<file path="src/rtl/pdm_cic_decimator.sv">
// PDM microphone front end: generates pdm_clk, samples the 1-bit stream and
// decimates it to 16-bit PCM through a 3rd-order CIC filter with a valid/ready output.
module pdm_cic_decimator #(
  parameter int CLK_DIV    = 16,
  parameter int DECIM_LOG2 = 6
) (
  input  logic               clk,
  input  logic               rst,
  input  logic               en,
  output logic               pdm_clk,
  input  logic               pdm_data,
  output logic signed [15:0] pcm_out,
  output logic               pcm_valid,
  input  logic               pcm_ready,
  output logic               overrun,
  input  logic               overrun_clr
);

  localparam int DW    = $clog2(CLK_DIV);
  // Full-scale gain is exactly 2^(3*DECIM_LOG2); the extra top bit keeps a
  // constant +1 stream from aliasing onto negative full scale.
  localparam int ACC_W = 2 + 3 * DECIM_LOG2;
  localparam int SHIFT = 3 * DECIM_LOG2 - 15;

  localparam logic [DW-1:0]         DCNT_LAST = DW'(CLK_DIV - 1);
  localparam logic [DW-1:0]         DCNT_HALF = DW'(CLK_DIV / 2);
  localparam logic signed [ACC_W-1:0] PCM_MAX = ACC_W'(32767);
  localparam logic signed [ACC_W-1:0] PCM_MIN = ACC_W'(-32768);

  logic [DW-1:0]          dcnt;
  logic [DECIM_LOG2-1:0]  tcnt;
  logic                   sync1;
  logic                   sync2;
  logic                   tick;
  logic                   strobe;
  logic signed [ACC_W-1:0] x;
  logic signed [ACC_W-1:0] int1, int2, int3;
  logic signed [ACC_W-1:0] int1_nxt, int2_nxt, int3_nxt;
  logic signed [ACC_W-1:0] dly1, dly2, dly3;
  logic signed [ACC_W-1:0] comb1, comb2, comb3;
  logic signed [ACC_W-1:0] shifted;
  logic signed [15:0]      result;

  assign tick = en && (dcnt == DCNT_LAST);
  assign x    = sync2 ? ACC_W'(1) : '1;

  assign int1_nxt = int1 + x;
  assign int2_nxt = int2 + int1_nxt;
  assign int3_nxt = int3 + int2_nxt;

  assign comb1   = int3 - dly1;
  assign comb2   = comb1 - dly2;
  assign comb3   = comb2 - dly3;
  assign shifted = comb3 >>> SHIFT;

  always_comb begin
    result = shifted[15:0];
    if (shifted > PCM_MAX)
      result = 16'sh7FFF;
    else if (shifted < PCM_MIN)
      result = 16'sh8000;
  end

  always_ff @(posedge clk or negedge rst) begin
    if (!rst) begin
      sync1   <= 1'b0;
      sync2   <= 1'b0;
      dcnt    <= '0;
      pdm_clk <= 1'b0;
      tcnt    <= '0;
      strobe  <= 1'b0;
    end else begin
      sync1  <= pdm_data;
      sync2  <= sync1;
      strobe <= tick && (tcnt == '1);
      if (!en) begin
        dcnt    <= '0;
        pdm_clk <= 1'b0;
        tcnt    <= '0;
      end else begin
        dcnt    <= (dcnt == DCNT_LAST) ? '0 : dcnt + DW'(1);
        pdm_clk <= (dcnt >= DCNT_HALF);
        if (tick)
          tcnt <= tcnt + DECIM_LOG2'(1);
      end
    end
  end

  // Integrators advance once per PDM bit; combs once per decimated sample.
  always_ff @(posedge clk or negedge rst) begin
    if (!rst) begin
      int1 <= '0;
      int2 <= '0;
      int3 <= '0;
      dly1 <= '0;
      dly2 <= '0;
      dly3 <= '0;
    end else if (!en) begin
      int1 <= '0;
      int2 <= '0;
      int3 <= '0;
      dly1 <= '0;
      dly2 <= '0;
      dly3 <= '0;
    end else begin
      if (tick) begin
        int1 <= int1_nxt;
        int2 <= int2_nxt;
        int3 <= int3_nxt;
      end
      if (strobe) begin
        dly1 <= int3;
        dly2 <= comb1;
        dly3 <= comb2;
      end
    end
  end

  always_ff @(posedge clk or negedge rst) begin
    if (!rst) begin
      pcm_out   <= '0;
      pcm_valid <= 1'b0;
      overrun   <= 1'b0;
    end else begin
      if (strobe) begin
        pcm_out   <= result;
        pcm_valid <= 1'b1;
      end else if (pcm_ready) begin
        pcm_valid <= 1'b0;
      end
      if (strobe && pcm_valid && !pcm_ready)
        overrun <= 1'b1;
      else if (overrun_clr)
        overrun <= 1'b0;
    end
  end

endmodule
</file>
<file path="config.mk">
export PLATFORM = sky130hd
export DESIGN_NAME = pdm_cic_decimator
export DESIGN_NICKNAME = d
export VERILOG_FILES = /design/src/rtl/pdm_cic_decimator.sv
export SDC_FILE = /design/constraint.sdc
export NUM_CORES = 1
export LEC_CHECK = 0
export BUFFER_PORTS_ARGS = -buffer_cell sky130_fd_sc_hd__buf_2
export CAP_MARGIN = 25
export CELL_PAD_IN_SITES_DETAIL_PLACEMENT = 1
export CELL_PAD_IN_SITES_GLOBAL_PLACEMENT = 1
export CORE_MARGIN = 8
export CORE_UTILIZATION = 50
export CTS_CLUSTER_DIAMETER = 100
export CTS_CLUSTER_SIZE = 16
export DETAILED_ROUTE_END_ITERATION = 7
export GPL_TIMING_DRIVEN = 1
export PLACE_DENSITY = 0.85
export RECOVER_POWER = 100
export SLEW_MARGIN = 20
export SYNTH_ARGS = -nofsm -noshare
export SYNTH_HDL_FRONTEND = slang
export SYNTH_SLANG_ARGS = --single-unit
export TNS_END_PERCENT = 30
</file>
<file path="constraint.sdc">
create_clock -name clk -period 8.85 [get_ports clk]
set_input_delay 0.885 -clock clk [delete_from_list [all_inputs] [get_ports clk]]
set_output_delay 0.885 -clock clk [all_outputs]
set_load 0.02 [all_outputs]
</file>
Word-level counts from Yosys, hierarchy flattened
Cells that the tools add are included.
Storage, ports and cells
  bits in registers: 152
  input bits: 6
  word-level logic and storage cells: 61
Operators by class
  $add $sub $neg: 8
  magnitude comparators: 3
  equality and inequality tests: 4
  multiplexer cells: 24
  reductions and logical operators: 7
Operator list (number)
  $mux W20: 13
  $add A20 B20 Y20: 3
  $sub A20 B20 Y20: 3
  $mux W16: 2
  $gt A17 B16 Y1 const B: 1
  $lt A17 B16 Y1 const B: 1
  $mux W6: 2
  $mux W4: 2
  $add A6 B1 Y6 const B: 1
  $eq A6 B6 Y1 const B: 1
  $mux W1: 5
  $add A4 B1 Y4 const B: 1
  $eq A4 B4 Y1 const B: 1
  $ge A4 B4 Y1 const B: 1
  $logic_and A1 B1 Y1: 4
  $ne A2 B1 Y1 const B: 2
  $reduce_bool A2 Y1: 2
  $logic_not A1 Y1: 1

Logic depth before layout (Yosys ltp)
  depth in word-level cells: 6
  depth in mapped cells: 31
  mapped depth without buffers: 30

Worst setup path after synthesis
No wires, ideal clock.
  kind: register -> register
  start point: reg int3[0]
  end point: reg pcm_out[4]
  setup time: 0.120 ns
  data arrival time: 6.018 ns
  required time: 8.730 ns
  slack: 2.712 ns
  cell stages (with the launch flop): 31
  path buffers: 1
  path through: dfrtp_1 inv_1 ha_1 inv_1 fa_1 a21o_1 a21oi_1 o21bai_1 a21oi_1 o21bai_1 a21oi_1 xnor2_1 ha_1 a21o_1 a21oi_1 a21boi_0 o21ai_0 nor3b_1 nor2_1 ha_1 o21ai_0 o21ai_0 a21oi_1 a21bo_2 o311a_1 or2_1 or3b_1 a21o_1 a21oi_4 buf_6 nor3_1
On the way
  word-level cells in the longest chain between the ends: 6
RTL lines
  start: declaration: RTL line 37  | logic signed [ACC_W-1:0] int1, int2, int3;
  start signal: assignment: RTL line 109  | int3 <= int3_nxt;
  $sub A20 B20 Y20 *: RTL line 51  | assign comb1 = int3 - dly1;
  $sub A20 B20 Y20 *: RTL line 52  | assign comb2 = comb1 - dly2;
  $sub A20 B20 Y20 *: RTL line 53  | assign comb3 = comb2 - dly3;
  $lt A17 B16 Y1: RTL line 60  | else if (shifted < PCM_MIN)
  $mux W16: RTL line 60
  $mux W16 *: RTL line 58  | if (shifted > PCM_MAX)
  end signal: assignment: RTL line 126  | pcm_out <= result;
  end: declaration: RTL line 12  | output logic signed [15:0] pcm_out,
Every way passes the cells marked *; elsewhere a longest branch is shown, timed or not.
A chain may end at the register's enable or synchronous reset.

Final worst setup path
  start point: reg int3[0]
  end point: reg pcm_out[12]
The elaborated chain is that of the path after synthesis.

==> results.yml <==
worst_hold_path:
  min_from: "sync1"
  min_path_type: "flip-flop to flip-flop"
  hold_depth: 0
  holdPathEnd: "sync2"
cells_and_area:
  fin_nets: 1429
  area_growth_pct: 7.874
  final_core_util_pct: 54.19
  nFillCells: 2651
  final-seq-area_sq_um: 3804
  multiInputGateArea_sq_um: 6842
  mostFrequentLayoutCell: "dfrtp_1"
  mostFrequentLayoutCells: "dfrtp_1, nor2_1, nand2_1, a21oi_1, ha_1"
  drive_gt1_share_pct: 4.863
  antenna_cells: 0
sta:
  min_period_ps: 7414
  tightest_slew_ps: 3986
  drv_slew: 408
  period_share_pct: 83.77
  fin_hold_ws_ps: 353.6
  max_freq_mhz: 134.9
  hold_violations: 0
  relSlewSlack_pct: -165.8
  setup_slack_ps: 1436
  rsz0062_at_grt: "false"
  setup-violations-final: 0
  clock_skew_ps: 10.88
  fin_setup_tns_ps: 0
status:
  violations: "max-capacitance violations, max-slew violations"
  status: "finished with violations"
placed_design:
  hpwl_mm: 19.68
  portBuffers: 24
  gp_congestion: 0.8094
  dp_slack_ps: 1774
setup_path:
  crit_arrival_ps: 7700
  reg2regPathDepth: 29
  cp.required_ps: 9130
  cp_max_fo: 14
  end_kind: "flip-flop"
  crit_family: "compound AO/OA/AOI/OAI gates"
  r2r-start: "int3[0]"
  r2r_slack_ps: 1440
  r2r_end: "pcm_out[12]"
  slowest_delay_ps: 550
  path_class: "flip-flop to flip-flop"
  crit_buf_inv: 2
  cp-start-kind: "flip-flop"
  slowest_stage: "a21oi_2"
  crit_top_cell: "a21oi_1"
cts:
  clk_pin_slew_worst_paths_ps: 70
  clk_latency_ps: 440
  cts_tree: "done"
  postCtsSetupRepairBufs: 0
  cts_sinks: 152
  cts_root_buffer: "clkbuf_16"
  cts_buffer_depth: 2
  numCtsBuffers: 17
  hold_buffers: 0
  h-tree-depth: 4
  cts_resized: 0
detailed_routing:
  antenna_left: 0
  first_iter_violations: 489
  first_pass_iters: 4
  routed_wl_mm: 28.65
  routedWlPerCell_um: 17.89
  vias_per_cell: 5.819
  via_count: 9317
  route.detailed.drc: 0
synthesis:
  synthXorXnorAreaFrac_pct: 7.596
  synth_ff_type: "dfrtp_1"
  synthSimpleGateAreaFrac_pct: 17.28
  async_flop_share_pct: 100.0
  synth_edf_count: 0
  syn-num-nets: 1421
  synth_seq_cells: 152
  syn_area_per_cell_sq_um: 8.675
  seq_area_frac_synth_pct: 33.86
  ys_warn_count: 0
  synth_compound_area_share_pct: 18.31
  synth_cell_types: 77
  syn_inst: 1295
  synth_top_family_by_area: "compound AO/OA/AOI/OAI gates"
  synth_fa_ha_area_share_pct: 13.70
  syn_area_sq_um: 11230
  muxShareOfSynthArea_pct: 4.410
global_routing:
  grt_max_degree: 100
  grt_pass1_wl_mm: 49.25
  globalRouteTotalUtil_pct: 21.25
  grt_pass1_vias: 10220
  grt_antenna_before_repair: 0
  gr-total-overflow: 0
floorplanning:
  fp-row-count: 55
  initial_core_util_pct: 50.23
  coreArea_sq_um: 22370
  die_x_um: 165.9
  ios: 25
  dieArea_sq_um: 27520
  die_h_um: 165.9
power:
  p_leak_nw: 5.421
  peakVddDrop_mv: 0.08890
  powerDensity_nw_per_um2: 129.1
job:
  max_cap_violations: 8
cells in the mapped netlist (all sizes together) (26+ instances only):
master / number / area share [%]
a21oi: 122 / 5.6
clkbuf: 37 / 1.2
dfrtp: 152 / 34
ha: 115 / 13
inv: 97 / 3.2
mux2i: 48 / 4.3
nand2: 135 / 4.5
nor2: 152 / 5.1
nor3: 26 / 1.2
o21ai: 55 / 2.6
xnor2: 63 / 5.1
xor2: 27 / 2.1
registers in the layout, indices dropped and copies added, names as in the netlist:
| signal | flops |
|---|---|
| dly1 | 20 |
| dly2 | 20 |
| dly3 | 20 |
| int1 | 20 |
| int2 | 20 |
| int3 | 20 |
| pcm_out | 16 |
| tcnt | 6 |
| dcnt | 4 |
| overrun | 1 |
| pcm_valid | 1 |
| pdm_clk | 1 |
| strobe | 1 |
| sync1 | 1 |
| sync2 | 1 |
stage by stage:
stage          instance area [sq um]  power (mW)  std cells
2_1_floorplan                  11230      0.7659       1295
3_3_place_gp                   11610      0.7961       1568
3_5_place_dp                   11610      0.7998       1568
4_1_cts                        12220       1.576       1600
5_1_grt                        12120       1.609       1601
6_report                       12120       1.565       1601
power by group:
group | total, mW | leakage [nW] | switching [mW] | internal (mW)
logic | 0.0874 | 3.02 | 0.0619 | 0.0255
registers | 0.698 | 2.12 | 0.00147 | 0.696
clock network | 0.779 | 0.286 | 0.325 | 0.454
layer usage:
layer,GRT usage [%],vias up,routed length [um]
met1,25.28,4659,12810
li1,-,4504,-
met5,0,-,0
met4,7.787,0,624
met3,3.280,51,651
met2,38.13,103,14560
logic make-up (layout without fill, tap and decap cells):
family	Yosys count	count (layout)
and+or+nand+nor	427	427
AOI/OAI and AO/OA	314	314
DFF	152	152
buffers and inverters	141	162
adders and majority gates	120	120
xor gates and xnor gates	92	92
muxes	49	49
layout make-up:
| cell class | count | area share [%] |
|---|---|---|
| Clock buffer | 19 | 3.655 |
| Timing Repair Buffer | 33 | 1.125 |
| Tap cell | 285 | 2.942 |
| Clock inverter | 13 | 1.425 |
| Multi-Input combinational cell | 1002 | 56.45 |
| Inverter | 97 | 3.015 |
| Sequential cell | 152 | 31.39 |
worst max path at each step:
stage	start	endpoint	slack, ps	depth (start not counted)
after detailed placement	int3[0]	pcm_out[5]	1770	29
after floorplan	int3[0]	pcm_out[4]	2710	30
after global routing	int3[0]	pcm_out[5]	800	29
final	int3[0]	pcm_out[12]	1440	29
after CTS	int3[0]	pcm_out[5]	1520	29
after global placement	int3[0]	pcm_out[5]	2090	29
Power figures use the tool's default switching activity.
